File: src/rtl/serial_paralelo.sv
// serial_paralelo
//   Serial-to-parallel receiver for the PCI physical-layer datapath. It takes the
//   MSB-first bit stream from paralelo_serial and finds byte alignment on the COM
//   character. The link becomes active after ACTIVE_COUNT consecutive aligned COM
//   bytes. From then on, every non-COM byte is delivered with a valid flag.
//
// Parameters
//   COM_CHAR      idle/alignment character (default 8'hBC)
//   ACTIVE_COUNT  consecutive aligned COMs needed to go active (1..15)
//
// Ports
//   clk_32f      in   bit clock; all state changes on the rising edge
//   reset        in   synchronous, active-low; clears all state
//   data_in      in   serial bit, MSB of each byte first
//   data_out     out  [7:0] last recovered non-COM byte, held between boundaries
//   valid_out    out  data_out holds a valid byte for the current byte period
//   active       out  link aligned and active; sticky until reset
//   byte_strobe  out  one-cycle pulse at each byte boundary once aligned
module serial_paralelo #(
  parameter logic [7:0]  COM_CHAR     = 8'hBC,
  parameter int unsigned ACTIVE_COUNT = 4
) (
  input  logic       clk_32f,
  input  logic       reset,
  input  logic       data_in,
  output logic [7:0] data_out,
  output logic       valid_out,
  output logic       active,
  output logic       byte_strobe
);

  typedef enum logic [1:0] {
    ST_UNALIGNED = 2'd0,
    ST_ALIGNING  = 2'd1,
    ST_ACTIVE    = 2'd2
  } state_t;

  localparam logic [3:0] ACT_CNT = 4'(ACTIVE_COUNT);

  state_t     state, state_nxt;
  logic [7:0] shift_reg;
  logic [7:0] win;
  logic [2:0] bit_cnt, bit_cnt_nxt;
  logic [3:0] com_cnt, com_cnt_nxt;
  logic [3:0] com_inc;
  logic [7:0] data_nxt;
  logic       valid_nxt;
  logic       active_nxt;
  logic       strobe_nxt;
  logic       is_com;
  logic       boundary;

  // The window includes the bit being sampled now. Outputs therefore update on
  // the same edge that samples a byte's last bit, with no extra pipeline stage.
  assign win      = {shift_reg[6:0], data_in};
  assign is_com   = (win == COM_CHAR);
  assign boundary = (bit_cnt == 3'd7);
  assign com_inc  = com_cnt + 4'd1;

  always_ff @(posedge clk_32f) begin
    if (!reset) begin
      state       <= ST_UNALIGNED;
      shift_reg   <= '0;
      bit_cnt     <= '0;
      com_cnt     <= '0;
      data_out    <= '0;
      valid_out   <= 1'b0;
      active      <= 1'b0;
      byte_strobe <= 1'b0;
    end else begin
      state       <= state_nxt;
      shift_reg   <= win;
      bit_cnt     <= bit_cnt_nxt;
      com_cnt     <= com_cnt_nxt;
      data_out    <= data_nxt;
      valid_out   <= valid_nxt;
      active      <= active_nxt;
      byte_strobe <= strobe_nxt;
    end
  end

  always_comb begin
    state_nxt   = state;
    bit_cnt_nxt = bit_cnt;
    com_cnt_nxt = com_cnt;
    data_nxt    = data_out;
    valid_nxt   = valid_out;
    active_nxt  = active;
    strobe_nxt  = 1'b0;

    case (state)
      ST_UNALIGNED: begin
        // Search every bit position. A match defines this edge as a byte
        // boundary, so the bit counter restarts from zero.
        bit_cnt_nxt = '0;
        if (is_com) begin
          com_cnt_nxt = 4'd1;
          strobe_nxt  = 1'b1;
          if (ACT_CNT == 4'd1) begin
            active_nxt = 1'b1;
            state_nxt  = ST_ACTIVE;
          end else begin
            state_nxt = ST_ALIGNING;
          end
        end
      end

      ST_ALIGNING: begin
        bit_cnt_nxt = bit_cnt + 3'd1;
        valid_nxt   = 1'b0;
        if (boundary) begin
          strobe_nxt = 1'b1;
          if (is_com) begin
            com_cnt_nxt = com_inc;
            if (com_inc == ACT_CNT) begin
              active_nxt = 1'b1;
              state_nxt  = ST_ACTIVE;
            end
          end else begin
            com_cnt_nxt = '0;
            state_nxt   = ST_UNALIGNED;
          end
        end
      end

      ST_ACTIVE: begin
        // Once active, the link stays active until reset. Loss of alignment
        // is not detected here.
        bit_cnt_nxt = bit_cnt + 3'd1;
        if (boundary) begin
          strobe_nxt = 1'b1;
          if (is_com) begin
            valid_nxt = 1'b0;
          end else begin
            data_nxt  = win;
            valid_nxt = 1'b1;
          end
        end
      end

      default: begin
        state_nxt = ST_UNALIGNED;
      end
    endcase
  end

endmodule
File: config.mk
export PLATFORM = sky130hd
export DESIGN_NAME = serial_paralelo
export DESIGN_NICKNAME = d
export VERILOG_FILES = /design/src/rtl/serial_paralelo.sv
export SDC_FILE = /design/constraint.sdc
export NUM_CORES = 1
export LEC_CHECK = 0
export ABC_AREA = 1
export CAP_MARGIN = 10
export CORE_MARGIN = 3
export CORE_UTILIZATION = 49
export CTS_CLUSTER_SIZE = 30
export DETAILED_ROUTE_END_ITERATION = 12
export GPL_TIMING_DRIVEN = 0
export PLACE_DENSITY = 0.76
export SLEW_MARGIN = 20
export SYNTH_ARGS = -nofsm -noshare
export SYNTH_HDL_FRONTEND = slang
export SYNTH_SLANG_ARGS = --single-unit
File: constraint.sdc
create_clock -name clk_32f -period 1.3 [get_ports clk_32f]
set_input_delay 0.13 -clock clk_32f [delete_from_list [all_inputs] [get_ports clk_32f]]
set_output_delay 0.13 -clock clk_32f [all_outputs]
set_load 0.05 [all_outputs]
==> results of run 1 <==
[worst paths after layout]
path / from / endpoint
worst max register to register: bit_cnt[1] / com_cnt[3]
worst min-delay path: shift_reg[5] / shift_reg[6]
worst min register to register: shift_reg[5] / shift_reg[6]
worst max-delay path: bit_cnt[1] / com_cnt[3]
[cells in the final DEF, fill, tap and decap left out, types with 5 or more instances in the layout]
| cell | synthesis | layout |
|---|---|---|
| nor2_1 | 14 | 14 |
| inv_1 | 19 | 15 |
| nand3_1 | 13 | 13 |
| nand2_2 | 5 | 7 |
| dfxtp_2 | 0 | 7 |
| a21oi_1 | 14 | 12 |
| clkdlybuf4s15_2 | 0 | 8 |
| buf_4 | 0 | 6 |
| inv_2 | 3 | 5 |
| nand2_1 | 38 | 33 |
| dfxtp_1 | 27 | 17 |
| ha_4 | 0 | 5 |
[through the flow]
step                cell area, um2  hold slack (ns)  instances  util, %
CTS                           1580            0.452        213     67.7
global placement              1440            0.435        206     61.7
global route                  1650            0.461        216     70.7
floorplan                     1280            0.223        165        -
detailed placement            1440            0.451        206     61.7
finish                        1650            0.450        216     70.7
[kinds of logic (layout without fill, tap and decap cells)]
| family | after synthesis | after routing |
|---|---|---|
| AO/OA/AOI/OAI | 25 | 25 |
| adder cells (fa/ha/maj) | 8 | 8 |
| buffers and inverters | 25 | 48 |
| flip-flops | 27 | 27 |
| AND/OR/NAND/NOR | 80 | 80 |
[layout make-up]
cell class                 count  area, um2  share of cell area [%]
sequential                    27        561                    33.9
buffer                         2       8.76                   0.529
tap                           28       35.0                    2.12
multi-input combinational    113        752                    45.5
clock buffer                   4       26.3                    1.59
inverter                      23       96.3                    5.82
timing repair buffer          19        175                    10.6
[layer usage]
metal / up-vias / routed length, um / track usage, %
met1: 511 / 1120 / 19.3
met5: - / 0 / 0
li1: 571 / - / -
met4: 0 / 15 / 3.64
met3: 2 / 79 / 4.30
met2: 12 / 1450 / 33.0
[worst register-to-register path, stage by stage, from the launching register on]
cell	delay, ns
dfxtp_2	0.38
ha_4	0.14
ha_4	0.15
inv_4	0.04
nand2_4	0.08
nand2_4	0.06
a21oi_4	0.17
o21ai_1	0.09
nand2_1	0.07
nor2_1	0.04
[repair_timing]
action | CTS | global route
cloned | 0 | 0
pin swaps | 1 | 11
resized for setup | 52 | 22
setup buffers | 3 | 3
endpoints found under the setup margin | 27 | 18
[power by group through the flow]
stage | clock network [W] | registers, W | logic, W
after global placement | 0 | 0.000969 | 0.000472
after detailed placement | 0 | 0.000974 | 0.000494
after floorplan | 0 | 0.000959 | 0.000408
final | 0.000346 | 0.000984 | 0.000676
after global routing | 0.000389 | 0.000995 | 0.000749
after CTS | 0.000356 | 0.000973 | 0.000592
==> flow_summary.toml, run 1 <==
[run_status]
run_status = "finished with violations"
violations = "negative setup slack"

[layout]
area_delta_synth_final_pct = 29.9
final_nets = 200
largest_reg_flops = 8
diodes = 0
fillers = 184
drive_above_1_share_pct = 36.2

[routing]
vias = 1096
drt_iter0_markers = 23
drt_pass1_iterations = 4
drc = 0
routedWlPerCell_um = 12.3
routed_wl_um = 2660
vias_per_cell = 5.07
postRouteAntennaNets = 0

[setup_path]
crit_type = "reg -> reg"
critPathMaxStageDelay_ns = 0.38
worst_r2r_path_depth = 9
path_buf_inv = 1
worstPathCellList = "ha_4 -> ha_4 -> inv_4 -> nand2_4 -> nand2_4 -> a21oi_4 -> o21ai_1 -> nand2_1 -> nor2_1"
r2r_slack_ns = -0.04
crit_path_end_kind = "flip-flop"
critPathSlowestCell = "dfxtp_2"
cp.required_ns = 1.51
cp_num_cells = 9
critPathTopFamily = "flip-flops"
cp_max_fo = 5
cp-start-kind = "flip-flop"
crit_arrival_ns = 1.55

[synthesis]
syn_nets = 176
synth-edff-count = 0
synth_area_um2 = 1270
synth.area.top_cells = "dfxtp_1, nand2_1, ha_1"
avgSynthCellArea_um2 = 7.72
synth_seq_area_share_pct = 42.4
synth_cell_types = 24
synth_ff_type = "dfxtp_1"
muxShareOfSynthArea_pct = 0
synth_top_family_by_area = "simple AND/OR/NAND/NOR gates"
synth_top_area_share_pct = 42.4
yosys.area.top_type = "dfxtp_1"
synthXorXnorAreaFrac_pct = 0
synthTopCellsByCount = "nand2_1, dfxtp_1, inv_1, a21oi_1, nor2_1"
synth_compound_area_share_pct = 12.3
synth_warnings = 0
syn_inst = 165
yosysMostFrequentCell = "nand2_1"
async_flop_share_pct = 0
ys_ff_latch = 27
synth_adder_area_share_pct = 7.86
synthSimpleGateAreaFrac_pct = 30.0

[place]
dp_hpwl_um = 1970
dp_slack_ns = -0.222
numPortBuffers = 13
routabilityCongestion = 0.788

[power_and_ir_drop]
power_frac_comb_pct = 33.7
internal_power_w = 0.00133
p_per_area_nw_per_um2 = 1210
leakage_nw = 0.676
design_power_total_w = 0.00201
power.net_switching_w = 0.000678
p_sw_share_pct = 33.8
peakVddDrop_mv = 1.23
clkPwrFrac_pct = 17.3
seq_power_share_pct = 49.0

[floorplanning]
die_x_um = 57.0
io_pins = 14
die_area_um2 = 3250
std_cell_rows = 17
dieHeight_um = 57.0
start_util_pct = 54.4
core_um2 = 2340

[timing]
drv_slew = 0
slew_headroom_pct = 68.3
fin_crit_ns = 1.34
fmax_ghz = 0.749
tightest_slew_ns = 0.478
fin_ws_ns = -0.0354
setup_viol = 4
fin_crit_sh_pct = 103
setup_tns_ns = -0.0773
rsz0062_at_grt = "yes"
skew_ns = 0.0205
hold_viol_final = 0

[clock_network]
numCtsBuffers = 3
cts.path.max_buffers = 2
cts.root.buffer_cell = "clkbuf_4"
clock_sinks = 27
clock_latency_ns = 0.32
cts_hold_buffers = 0
clk_pin_slew_ns = 0.14
htree_levels = 1
cts_tree = "done"

[global_route]
overflow = 0
antenna_found_initial = 0
grt_pass1_vias = 1117
grt_pass1_wl_um = 4550
grt_max_degree = 15
grtUsageTotal_pct = 17.3

[worst_hold_path]
hold_depth = 2
hold_class = "reg -> reg"

[run]
maxCapViolations = 0
Note: power is estimated with default switching activity, not from simulation.
==> run 2: changes to the inputs <==
Settings changed: GPL_TIMING_DRIVEN 0 to default.
==> flow_summary.toml, run 2 (synthesis results as in run 1) <==
[power_and_ir_drop]
leakage_nw = 0.803
p_per_area_nw_per_um2 = 1170
design_power_total_w = 0.00222
peakVddDrop_mv = 0.958

[floorplanning]
io_pins = 14
core_um2 = 2340
start_util_pct = 54.4
dieHeight_um = 57.0
die_area_um2 = 3250
std_cell_rows = 17
die_x_um = 57.0

[timing]
fin_crit_sh_pct = 101
skew_ns = 0.00857
drv_slew = 0
setup_viol = 3
rsz0062_at_grt = "yes"
fin_ws_ns = -0.0162
fin_crit_ns = 1.32
tightest_slew_ns = 0.463
slew_headroom_pct = 69.1
fmax_ghz = 0.760
hold_viol_final = 0
setup_tns_ns = -0.0287

[setup_path]
cp-start-kind = "flip-flop"
cp.required_ns = 1.53
crit_type = "reg -> reg"
crit_start = "bit_cnt[1]"
worst_r2r_path_depth = 9
crit_path_end_kind = "flip-flop"
r2r-start = "bit_cnt[1]"
crit_arrival_ns = 1.55
cp_max_fo = 4

[clock_network]
numCtsBuffers = 3
htree_levels = 1
cts_tree = "done"
clock_sinks = 27
clock_latency_ns = 0.32
cts_hold_buffers = 0
clk_pin_slew_ns = 0.14
cts.path.max_buffers = 2
cts.root.buffer_cell = "clkbuf_4"

[routing]
vias = 1155
routedWlPerCell_um = 13.5
drc = 0
vias_per_cell = 5.11
postRouteAntennaNets = 0
drt_pass1_iterations = 7
drt_iter0_markers = 33
routed_wl_um = 3040

[layout]
fin_cells = 226
final_common_cell = "nand2_1"
final_nets = 210
diodes = 0
final_core_util_pct = 81.1
largest_reg_flops = 8
area_delta_synth_final_pct = 49.0
final_cell_mix = "nand2_1, dfxtp_1, buf_4"
drive_above_1_share_pct = 43.9

[worst_hold_path]
hold_class = "reg -> reg"
hold_depth = 2
hold_path.startpoint = "shift_reg[4]"

[global_route]
grt_pass1_vias = 1135
grt_max_degree = 16
grtUsageTotal_pct = 18.3
grt_pass1_wl_um = 4860
overflow = 0
antenna_found_initial = 0

[place]
dp_hpwl_um = 2250
dp_cells = 221
numPortBuffers = 13
routabilityCongestion = 0.849
dp_slack_ns = -0.127

[run]
maxCapViolations = 0

[run_status]
violations = "negative setup slack"
run_status = "finished with violations"
==> run 2: cell count changes in the layout (fill, tap and decap cells not counted), moves of 2 or more <==
cell / previous run / this run
nand2_4: 4 / 6
buf_4: 6 / 16
clkbuf_2: 2 / 0
nand3_2: 1 / 3
clkbuf_1: 2 / 0
nand3_1: 13 / 11
buf_12: 0 / 13
nor2_2: 2 / 4
nor2_1: 14 / 12
clkdlybuf4s15_2: 8 / 0
==> run 2: worst paths after layout <==
| path | end | slack (ns) |
|---|---|---|
| setup / recovery | state[0] | -0.02 |
| hold / removal | shift_reg[5] | 0.46 |
| setup reg to reg | state[0] | -0.02 |
| hold reg to reg | shift_reg[5] | 0.46 |
==> run 2: routing by layer <==
metal	routed length [um]	global-route usage [%]	up-vias
met5	0	0	-
met4	45	2.98	0
met3	87	2.94	6
met2	1660	35.1	25
met1	1250	21.6	536
li1	-	-	588
==> run 2: final cells by class <==
type	count	area (um2)
inverters	23	98.8
multi-input cells	113	776
repair buffers	31	400
well taps	28	35.0
flip-flops and latches	27	561
clock inverters	1	5.00
clock buffers	3	22.5
fillers	150	442
==> run 2: worst max-delay path, cell delays in order (launching register included) <==
cell and delay, ns:
dfxtp_2 0.38, ha_4 0.14, ha_4 0.15, inv_4 0.04, nand2_4 0.08, nand2_2 0.07, a21oi_4 0.17, nand3_2 0.09
nand2_2 0.07, nor2_2 0.03
==> run 2: per-stage QoR <==
step | cell area [um2] | hold slack (ns)
2_1_floorplan | 1280 | 0.223
3_3_place_gp | 1700 | 0.447
3_5_place_dp | 1700 | 0.450
4_1_cts | 1810 | 0.471
5_1_grt | 1900 | 0.481
6_report | 1900 | 0.459
==> run 2: repair_timing <==
action / in CTS / in global routing
endpoints found under the setup margin: 16 / 17
buffers inserted: 0 / 1
pin swaps: 3 / 10
resized for setup: 27 / 23
==> run 2: where the power goes <==
| group | internal [W] | switching (W) | total, W |
|---|---|---|---|
| logic | 0.000449 | 0.000427 | 0.000877 |
| registers | 0.000907 | 0.0000790 | 0.000986 |
| clock network | 0.000115 | 0.000240 | 0.000355 |
==> run 3: changes to the inputs <==
Settings changed: CORE_UTILIZATION 49 to 54, PLACE_DENSITY 0.76 to 0.79, SLEW_MARGIN 20 to default.
Clock period 1.3 ns to 1.32 ns, I/O delays scaled along.
==> flow_summary.toml, run 3 (synthesis results as in run 1) <==
[place]
dp_hpwl_um = 2230
dp_cells = 218
numPortBuffers = 13
routabilityCongestion = 0.857
dp_slack_ns = -0.147

[timing]
drv_slew = 0
skew_ns = 0.0148
setup_viol = 9
fin_crit_ns = 1.38
rsz0062_at_grt = "yes"
tightest_slew_ns = 0.530
hold_viol_final = 0
setup_tns_ns = -0.344
slew_headroom_pct = 64.6
fin_ws_ns = -0.0640
fmax_ghz = 0.723
fin_crit_sh_pct = 105

[layout]
final_common_cell = "nand2_1"
drive_above_1_share_pct = 46.5
register_area_um2 = 556
diodes = 0
fillers = 88
area_delta_synth_final_pct = 50.7
largest_reg_flops = 8
fin_cells = 227
final_cell_mix = "nand2_1, dfxtp_1, buf_4"
final_nets = 212
multi_input_area_um2 = 802
final_core_util_pct = 91.3

[floorplanning]
die_x_um = 54.6
die_area_um2 = 2980
start_util_pct = 60.6
dieHeight_um = 54.6
io_pins = 14
core_um2 = 2100
std_cell_rows = 16

[power_and_ir_drop]
peakVddDrop_mv = 1.13
design_power_total_w = 0.00220
p_per_area_nw_per_um2 = 1150
leakage_nw = 0.807

[routing]
routedWlPerCell_um = 20.2
routed_wl_um = 4580
vias_per_cell = 5.72
drc = 0
drt_pass1_iterations = 4
drt_iter0_markers = 59
vias = 1299
postRouteAntennaNets = 0

[global_route]
antenna_found_initial = 0
grt_pass1_vias = 1226
overflow = 0
grt_pass1_wl_um = 5540
grtUsageTotal_pct = 26.2
grt_max_degree = 16

[setup_path]
critPathTopFamily = "flip-flops"
crit_type = "reg -> reg"
critPathSlowestCell = "dfxtp_2"
crit_path_end_kind = "flip-flop"
crit_arrival_ns = 1.63
worstPathCellList = "inv_2 -> ha_4 -> inv_1 -> buf_4 -> nor2_4 -> nand2_2 -> a21oi_1 -> nor2_1"
critPathMaxStageDelay_ns = 0.36
cp-start-kind = "flip-flop"
path_buf_inv = 3
cp_max_fo = 4
cp.required_ns = 1.57

[clock_network]
cts.root.buffer_cell = "clkbuf_4"
clk_pin_slew_ns = 0.15
htree_levels = 1
clock_latency_ns = 0.33
numCtsBuffers = 3
cts_tree = "done"
cts.path.max_buffers = 2
clock_sinks = 27
cts_hold_buffers = 0

[run]
maxCapViolations = 0

[run_status]
violations = "negative setup slack"
run_status = "finished with violations"

[worst_hold_path]
hold_class = "reg -> reg"
run 3: cell types whose count changed in the layout (fill, tap and decap cells not counted), sizes merged:
cell,change
inv,+1
buf,+2
clkinv,-1
run 3: where the power goes:
group	internal [W]	switching, W	leakage, nW
combinational	0.000413	0.000459	0.566
clock	0.000114	0.000250	0.0177
sequential	0.000890	0.0000781	0.223
total	0.00142	0.000787	0.807
run 3: metrics by stage:
stage	area (um2)	hold slack, ns
2_1_floorplan	1280	0.225
3_3_place_gp	1660	0.441
3_5_place_dp	1660	0.448
4_1_cts	1750	0.466
5_1_grt	1920	0.511
6_report	1920	0.490
run 3: area by class of cell:
type / instances / area share, %
Multi-Input combinational cell: 113 / 41.8
Sequential cell: 27 / 28.9
Timing Repair Buffer: 33 / 21.3
Inverter: 23 / 4.76
Tap cell: 27 / 1.76
Clock buffer: 3 / 1.17
Clock inverter: 1 / 0.261
run 3: final timing paths:
| check | slack (ns) | cells past startpoint | from | to |
|---|---|---|---|---|
| hold / removal | 0.49 | 2 | shift_reg[5] | shift_reg[6] |
| setup / recovery | -0.06 | 8 | state[1] | state[1] |
| hold reg to reg | 0.49 | 2 | shift_reg[5] | shift_reg[6] |
| setup reg to reg | -0.06 | 8 | state[1] | state[1] |
run 3: timing repair:
item / in CTS / in global routing
buffers inserted: 1 / 4
endpoints found under the setup margin: 15 / 17
gates resized for setup: 17 / 40
pin swaps: 0 / 15
run 3: worst reg2reg max path: stages (launching register included):
cell and delay (ns):
dfxtp_2 0.36, inv_2 0.09, ha_4 0.18, inv_1 0.06
buf_4 0.15, nor2_4 0.14, nand2_2 0.09, a21oi_1 0.15
nor2_1 0.06
run 3: metal layers:
metal	part of all wire [%]	wire (um)	GRT usage [%]
met2	52	2380	46.8
met1	38	1730	31.1
met4	4.2	194	7.88
met5	0	0	0
met3	5.9	272	5.45
